[config.mk]
export PLATFORM = sky130hd
export DESIGN_NAME = sync_fifo_ptr_ctrl_flat
export DESIGN_NICKNAME = d
export VERILOG_FILES = /design/src/rtl/sync_fifo_ptr_ctrl_pkg.sv /design/src/rtl/sync_fifo_ptr_ctrl_if.sv /design/src/rtl/fifo_level_flags.sv /design/src/rtl/sync_fifo_ptr_ctrl.sv /design/src/flat_wrapper.sv
export SDC_FILE = /design/constraint.sdc
export NUM_CORES = 1
export LEC_CHECK = 0
export ABC_AREA = 0
export CORE_ASPECT_RATIO = 0.8
export CORE_UTILIZATION = 26
export DETAILED_ROUTE_END_ITERATION = 16
export HOLD_SLACK_MARGIN = 0.1
export MAX_ROUTING_LAYER = met4
export PLACE_DENSITY_LB_ADDON = 0.1
export SLEW_MARGIN = 10
export SYNTH_ARGS = -nofsm -noshare
export SYNTH_HDL_FRONTEND = slang
export SYNTH_HIERARCHICAL = 1
export SYNTH_SLANG_ARGS = --single-unit
[constraint.sdc]
create_clock -name clk -period 2.5 [get_ports clk]
set_input_delay 0.5 -clock clk [delete_from_list [all_inputs] [get_ports clk]]
set_output_delay 0.5 -clock clk [all_outputs]
set_load 0.01 [all_outputs]
[src/rtl/sync_fifo_ptr_ctrl_pkg.sv]
// rtl/sync_fifo_ptr_ctrl_pkg.sv - depth derivation, threshold legality check and flag bundle type
package sync_fifo_ptr_ctrl_pkg;

    typedef struct packed {
        logic full;
        logic almost_full;
        logic empty;
        logic almost_empty;
    } fifo_flags_t;

    localparam fifo_flags_t FIFO_FLAGS_RESET = '{
        full:         1'b0,
        almost_full:  1'b0,
        empty:        1'b1,
        almost_empty: 1'b1
    };

    function automatic int fifo_depth(input int addr_size);
        return 1 << addr_size;
    endfunction

    // A buffer equal to DEPTH would make almost_full true at reset, which the reset state contradicts.
    function automatic bit fifo_bufs_legal(input int addr_size, input int af_buf, input int ae_buf);
        return (af_buf >= 0) && (af_buf < fifo_depth(addr_size)) &&
               (ae_buf >= 0) && (ae_buf < fifo_depth(addr_size));
    endfunction

endpackage

[src/rtl/sync_fifo_ptr_ctrl_if.sv]
// rtl/sync_fifo_ptr_ctrl_if.sv - request/accept, RAM address, flag and level bundle; SYNC_FIFO_ERR_EN adds overflow/underflow
interface sync_fifo_ptr_ctrl_if #(
    parameter int ADDR_SIZE = 4
);
    logic                 w_inc;
    logic                 r_inc;
    logic                 w_en;
    logic                 r_en;
    logic [ADDR_SIZE-1:0] w_addr;
    logic [ADDR_SIZE-1:0] r_addr;
    logic                 w_full;
    logic                 w_almost_full;
    logic                 r_empty;
    logic                 r_almost_empty;
    logic [ADDR_SIZE:0]   count;
`ifdef SYNC_FIFO_ERR_EN
    logic                 overflow;
    logic                 underflow;

    modport master (
        output w_inc, r_inc,
        input  w_en, r_en, w_addr, r_addr, w_full, w_almost_full,
        input  r_empty, r_almost_empty, count, overflow, underflow
    );

    modport slave (
        input  w_inc, r_inc,
        output w_en, r_en, w_addr, r_addr, w_full, w_almost_full,
        output r_empty, r_almost_empty, count, overflow, underflow
    );
`else
    modport master (
        output w_inc, r_inc,
        input  w_en, r_en, w_addr, r_addr, w_full, w_almost_full,
        input  r_empty, r_almost_empty, count
    );

    modport slave (
        input  w_inc, r_inc,
        output w_en, r_en, w_addr, r_addr, w_full, w_almost_full,
        output r_empty, r_almost_empty, count
    );
`endif
endinterface

[src/rtl/fifo_level_flags.sv]
// rtl/fifo_level_flags.sv - maps a next fill level to the four next-state level flags
module fifo_level_flags
    import sync_fifo_ptr_ctrl_pkg::*;
#(
    parameter int ADDR_SIZE        = 4,
    parameter int ALMOST_FULL_BUF  = 1,
    parameter int ALMOST_EMPTY_BUF = 1
) (
    input  logic [ADDR_SIZE:0] count_next,
    output fifo_flags_t        flags_next
);

    localparam logic [ADDR_SIZE:0] DEPTH_LVL = (ADDR_SIZE+1)'(fifo_depth(ADDR_SIZE));
    localparam logic [ADDR_SIZE:0] AF_LVL    = (ADDR_SIZE+1)'(fifo_depth(ADDR_SIZE) - ALMOST_FULL_BUF);
    localparam logic [ADDR_SIZE:0] AE_LVL    = (ADDR_SIZE+1)'(ALMOST_EMPTY_BUF);

    always_comb begin
        flags_next              = '0;
        flags_next.full         = (count_next == DEPTH_LVL);
        flags_next.almost_full  = (count_next >= AF_LVL);
        flags_next.empty        = (count_next == '0);
        flags_next.almost_empty = (count_next <= AE_LVL);
    end

endmodule

[src/rtl/sync_fifo_ptr_ctrl.sv]
// rtl/sync_fifo_ptr_ctrl.sv - single-clock FIFO pointer/flag controller; SYNC_FIFO_ERR_EN adds sticky overflow/underflow
module sync_fifo_ptr_ctrl
    import sync_fifo_ptr_ctrl_pkg::*;
#(
    parameter int ADDR_SIZE        = 4,
    parameter int ALMOST_FULL_BUF  = 1,
    parameter int ALMOST_EMPTY_BUF = 1
) (
    input  logic              clk,
    input  logic              reset,
    sync_fifo_ptr_ctrl_if.slave fifo
);

    if (!fifo_bufs_legal(ADDR_SIZE, ALMOST_FULL_BUF, ALMOST_EMPTY_BUF)) begin : g_bad_params
        $error("sync_fifo_ptr_ctrl: ALMOST_FULL_BUF and ALMOST_EMPTY_BUF must be in 0..DEPTH-1");
    end

    logic [ADDR_SIZE:0] w_bin;
    logic [ADDR_SIZE:0] r_bin;
    logic [ADDR_SIZE:0] w_bin_next;
    logic [ADDR_SIZE:0] r_bin_next;
    logic [ADDR_SIZE:0] count_q;
    logic [ADDR_SIZE:0] count_next;
    fifo_flags_t        flags_q;
    fifo_flags_t        flags_next;
    logic               w_accept;
    logic               r_accept;

    // Accepts depend only on registered flags, so w_inc never reaches r_en and vice versa.
    assign w_accept = fifo.w_inc & ~flags_q.full;
    assign r_accept = fifo.r_inc & ~flags_q.empty;

    assign w_bin_next = w_bin + (ADDR_SIZE+1)'(w_accept);
    assign r_bin_next = r_bin + (ADDR_SIZE+1)'(r_accept);
    // The extra MSB keeps full (difference DEPTH) apart from empty (difference 0).
    assign count_next = w_bin_next - r_bin_next;

    fifo_level_flags #(
        .ADDR_SIZE        (ADDR_SIZE),
        .ALMOST_FULL_BUF  (ALMOST_FULL_BUF),
        .ALMOST_EMPTY_BUF (ALMOST_EMPTY_BUF)
    ) u_level_flags (
        .count_next (count_next),
        .flags_next (flags_next)
    );

    always_ff @(posedge clk) begin
        if (reset) begin
            w_bin   <= '0;
            r_bin   <= '0;
            count_q <= '0;
            flags_q <= FIFO_FLAGS_RESET;
        end else begin
            w_bin   <= w_bin_next;
            r_bin   <= r_bin_next;
            count_q <= count_next;
            flags_q <= flags_next;
        end
    end

    assign fifo.w_en           = w_accept;
    assign fifo.r_en           = r_accept;
    assign fifo.w_addr         = w_bin[ADDR_SIZE-1:0];
    assign fifo.r_addr         = r_bin[ADDR_SIZE-1:0];
    assign fifo.w_full         = flags_q.full;
    assign fifo.w_almost_full  = flags_q.almost_full;
    assign fifo.r_empty        = flags_q.empty;
    assign fifo.r_almost_empty = flags_q.almost_empty;
    assign fifo.count          = count_q;

`ifdef SYNC_FIFO_ERR_EN
    logic overflow_q;
    logic underflow_q;

    // Sticky until reset so software can find a dropped request long after it happened.
    always_ff @(posedge clk) begin
        if (reset) begin
            overflow_q  <= 1'b0;
            underflow_q <= 1'b0;
        end else begin
            overflow_q  <= overflow_q  | (fifo.w_inc & flags_q.full);
            underflow_q <= underflow_q | (fifo.r_inc & flags_q.empty);
        end
    end

    assign fifo.overflow  = overflow_q;
    assign fifo.underflow = underflow_q;
`endif

endmodule

[src/flat_wrapper.sv]
// flat-port wrapper written by rule: the top's interface ports become plain ports
module sync_fifo_ptr_ctrl_flat import sync_fifo_ptr_ctrl_pkg::*;
#(
    parameter int ADDR_SIZE        = 4,
    parameter int ALMOST_FULL_BUF  = 1,
    parameter int ALMOST_EMPTY_BUF = 1
)
  (clk, reset, fifo_w_inc, fifo_r_inc, fifo_w_en, fifo_r_en, fifo_w_addr, fifo_r_addr, fifo_w_full, fifo_w_almost_full, fifo_r_empty, fifo_r_almost_empty, fifo_count);
  sync_fifo_ptr_ctrl_if #(.ADDR_SIZE(ADDR_SIZE)) fifo_i ();
  input  logic clk;
  input  logic reset;
  input wire logic [$bits(fifo_i.w_inc)-1:0] fifo_w_inc;
  input wire logic [$bits(fifo_i.r_inc)-1:0] fifo_r_inc;
  output wire logic [$bits(fifo_i.w_en)-1:0] fifo_w_en;
  output wire logic [$bits(fifo_i.r_en)-1:0] fifo_r_en;
  output wire logic [$bits(fifo_i.w_addr)-1:0] fifo_w_addr;
  output wire logic [$bits(fifo_i.r_addr)-1:0] fifo_r_addr;
  output wire logic [$bits(fifo_i.w_full)-1:0] fifo_w_full;
  output wire logic [$bits(fifo_i.w_almost_full)-1:0] fifo_w_almost_full;
  output wire logic [$bits(fifo_i.r_empty)-1:0] fifo_r_empty;
  output wire logic [$bits(fifo_i.r_almost_empty)-1:0] fifo_r_almost_empty;
  output wire logic [$bits(fifo_i.count)-1:0] fifo_count;
  assign fifo_i.w_inc = fifo_w_inc;
  assign fifo_i.r_inc = fifo_r_inc;
  assign fifo_w_en = fifo_i.w_en;
  assign fifo_r_en = fifo_i.r_en;
  assign fifo_w_addr = fifo_i.w_addr;
  assign fifo_r_addr = fifo_i.r_addr;
  assign fifo_w_full = fifo_i.w_full;
  assign fifo_w_almost_full = fifo_i.w_almost_full;
  assign fifo_r_empty = fifo_i.r_empty;
  assign fifo_r_almost_empty = fifo_i.r_almost_empty;
  assign fifo_count = fifo_i.count;
  sync_fifo_ptr_ctrl #(.ADDR_SIZE(ADDR_SIZE), .ALMOST_FULL_BUF(ALMOST_FULL_BUF), .ALMOST_EMPTY_BUF(ALMOST_EMPTY_BUF)) u_core (.clk(clk), .reset(reset), .fifo(fifo_i));
endmodule
==> metrics.md <==
| Metric | Value |
|---|---|
| Die ar. | 0.00393 mm^2 |
| Overall routed net length | 2130 um |
| Arr. time, crit path | 2.56 ns |
| Maximum clock insertion buffer count | 2 |
| Met1 wire length | 1020 um |
| Drt wl/cell | 12.0 um |
| Syn Area/Cell | 9.97 um^2 |
| Post-layout min period | 2.41 ns |
| GPL Wtd Cong | 0.775 |
| NumNets Final | 149 |
| Clock buffer count from CTS | 3 |
| Most frequent cells in the layout | buf_4 (23), clkdlybuf4s50_1 (20), dfxtp_1 (19) |
| Die Y | 56.3 um |
| Leakage | 0.692 nW |
| Worst hold margin | 0.580 ns |
| Post-CTS Hold Fix Bufs | 0 |
| Total power | 0.00138 W |
| H-tree levels | 1 |
| Initial core utilization | 27.6% |
| Largest net degree at the start of global routing | 11 |
| Core region area | 0.00347 mm^2 |
| # diodes | 0 |
| Critical path type | in -> reg |
| DR iter-0 viols | 21 |
| Top cells by area, synth | dfxtp_1 (40%), ha_1 (10%), nor2b_1 (7.2%) |
| GRT Total Usage | 11.5% |
| Clk sinks | 19 |
| CP Max Fanout | 3 |
| Post-Syn Instances | 96 |
| Warnings, synthesis | 6 |
| I/O Buffers | 22 |
| IO Pins | 23 |
| Placed instance count | 164 |
| Layout cells sized above 1 | 49.6% |
| Critical Path End | u_core/fifo.r_empty |
| Vias in the first global route | 731 |
| Unrepaired setup endpoints after global routing | false |
| Final setup viols | 0 |
| Pwr Density | 841 mW/mm^2 |
| Total gr overflow | 0 |
| Mapped cell area | 957 um^2 |
| Routed wl met2 | 981 um |
| Via Count | 736 |
| Met3 wire len | 86 um |
| Most common cell after layout, fill and taps aside | buf_4 |
| Critical path startpoint | fifo_r_inc |
| First-pass detailed-route iteration total | 4 |
| Worst R2R Path Depth | 9 |
| FF+latch count, synth | 19 |
| CP Capture Type | register |
| Fin. Hold Viols | 0 |
| R2R Setup Slk | 0.18 ns |
| Worst Path Required | 2.65 ns |
| Register area share after synthesis | 39.7% |
| Synth top area share | 39.7% |
| Max layer used | met4 |
| DIE WIDTH | 69.8 um |
| Worst Tran Pin Value | 0.318 ns |
| CTS root buf | clkbuf_8 |
| Status | finished clean |
| Clk_lat worst skew | 0.26 ns |
| Worst slew margin | 78.8% |
| TNS Setup | 0 ns |
| Initial antenna violation count | 0 |
| Residual DRC | 0 |
| Synth-to-Final Area Change | 71.5% |
| Worst r2r dst | u_core/fifo.r_empty |
| Register area | 380 um^2 |
| Final ANT Viol Nets | 0 |
| VDD IR max | 0.000595 V |
| Distinct cells, synth | 27 |
| Syn_nets | 109 |
| Top cell type by total area after synthesis | dfxtp_1 |
| CP startpoint kind | primary input |
| First-pass GRT wire length | 3250 um |
| Hold Crit Class | reg -> reg |
| Non-filler instance count after layout | 177 |
| Setup Skew | 0.00199 ns |
| Dpl hpwl | 1450 um |
| Final Cycle Share | 96.3% |
| Hold wc startpoint | u_core/w_bin[4] |
| Reg-to-reg startpoint | u_core/fifo.r_empty |
| # Max-Cap Violations | 0 |
| # rows | 19 |
| Clock slew at reported path FFs | 0.07 ns |
| CTS tree | done |
| Max Slew Vio Count | 0 |
| Avg Vias per Cell | 4.16 |
| Fillers | 326 |
| Max Clk Rate | 415 MHz |
| Area of the multi-input gates | 744 um^2 |
-- power breakdown --
group	switching [W]	leakage, nW	internal, W
Sequential	0.0000361	0.155	0.000361
Combinational	0.000309	0.514	0.000458
Clock	0.000104	0.0228	0.000113
-- stage by stage --
stage	worst slack, ns	util [%]	cell area (um^2)
4_1_cts	0.0627	42.8	1490
6_report	0.0926	47.3	1640
3_5_place_dp	-0.684	37.6	1310
2_1_floorplan	0.00442	-	995
5_1_grt	0.0000659	47.3	1640
3_3_place_gp	-0.641	37.6	1310
-- kinds of logic after synthesis --
kind of cell             count (synthesis)  share of synthesized area [%]
AO/OA/AOI/OAI                            5                           3.53
XOR/XNOR                                10                           11.5
adder cells (fa/ha/maj)                  9                           12.5
buffers and inverters                   17                           9.80
flip-flops                              19                           39.7
multiplexers                             1                           1.57
AND/OR/NAND/NOR                         35                           21.3
-- worst min-delay path by stage --
stage	endpoint	slack (ns)	cells after the start
6_report	u_core/w_bin[4]	0.58	2
4_1_cts	u_core/r_bin[4]	0.59	2
2_1_floorplan	u_core/r_bin[4]	0.53	2
3_3_place_gp	u_core/w_bin[4]	0.55	2
3_5_place_dp	u_core/r_bin[4]	0.57	2
5_1_grt	u_core/r_bin[4]	0.61	2
-- cell usage after synthesis (all sizes together) --
master,instances
clkbuf,2
a21boi,1
nand3,3
inv,7
fa,1
or2,2
nor3,1
mux2,1
nand2,2
and2,1
nor2,10
buf,8
a41o,1
ha,8
xnor2,4
nand4,1
dfxtp,19
o21ai,2
a21oi,1
nor3b,2
xor2,6
nor4,2
nor2b,11
-- final cells by class --
class	count	share of cell area, %
Multi-Input combinational cell	60	45.4
Inverter	7	1.60
Timing Repair Buffer	45	23.9
Tap cell	42	3.20
Sequential cell	19	23.2
Clock buffer	4	2.74
-- critical path: stages --
cell	delay (ns)
clkdlybuf4s15_1	0.16
nor2b_4	0.20
ha_4	0.23
ha_4	0.17
fa_2	0.41
buf_4	0.15
xnor2_2	0.25
nor4_4	0.09
nor2b_2	0.16
or2_4	0.22
-- registers in the layout (all words and copies together), names as in the netlist --
register / cells
u_core/w_bin: 5
u_core/r_bin: 5
u_core/fifo.r_almost_empty: 1
u_core/fifo.w_full: 1
u_core/fifo.count: 5
u_core/fifo.w_almost_full: 1
u_core/fifo.r_empty: 1
-- per-layer routing --
metal,global-route usage (%),vias to the layer above
li1,-,373
met1,14.0,346
met2,16.8,13
met3,4.49,4
met4,5.14,0
met5,-,-
-- repair_timing --
action	in CTS	in global routing
pin swaps	13	12
gates resized for setup	21	22
setup buffers	6	3
endpoints found under the setup margin	6	4
No activity file was read; power rests on OpenSTA's default activity.
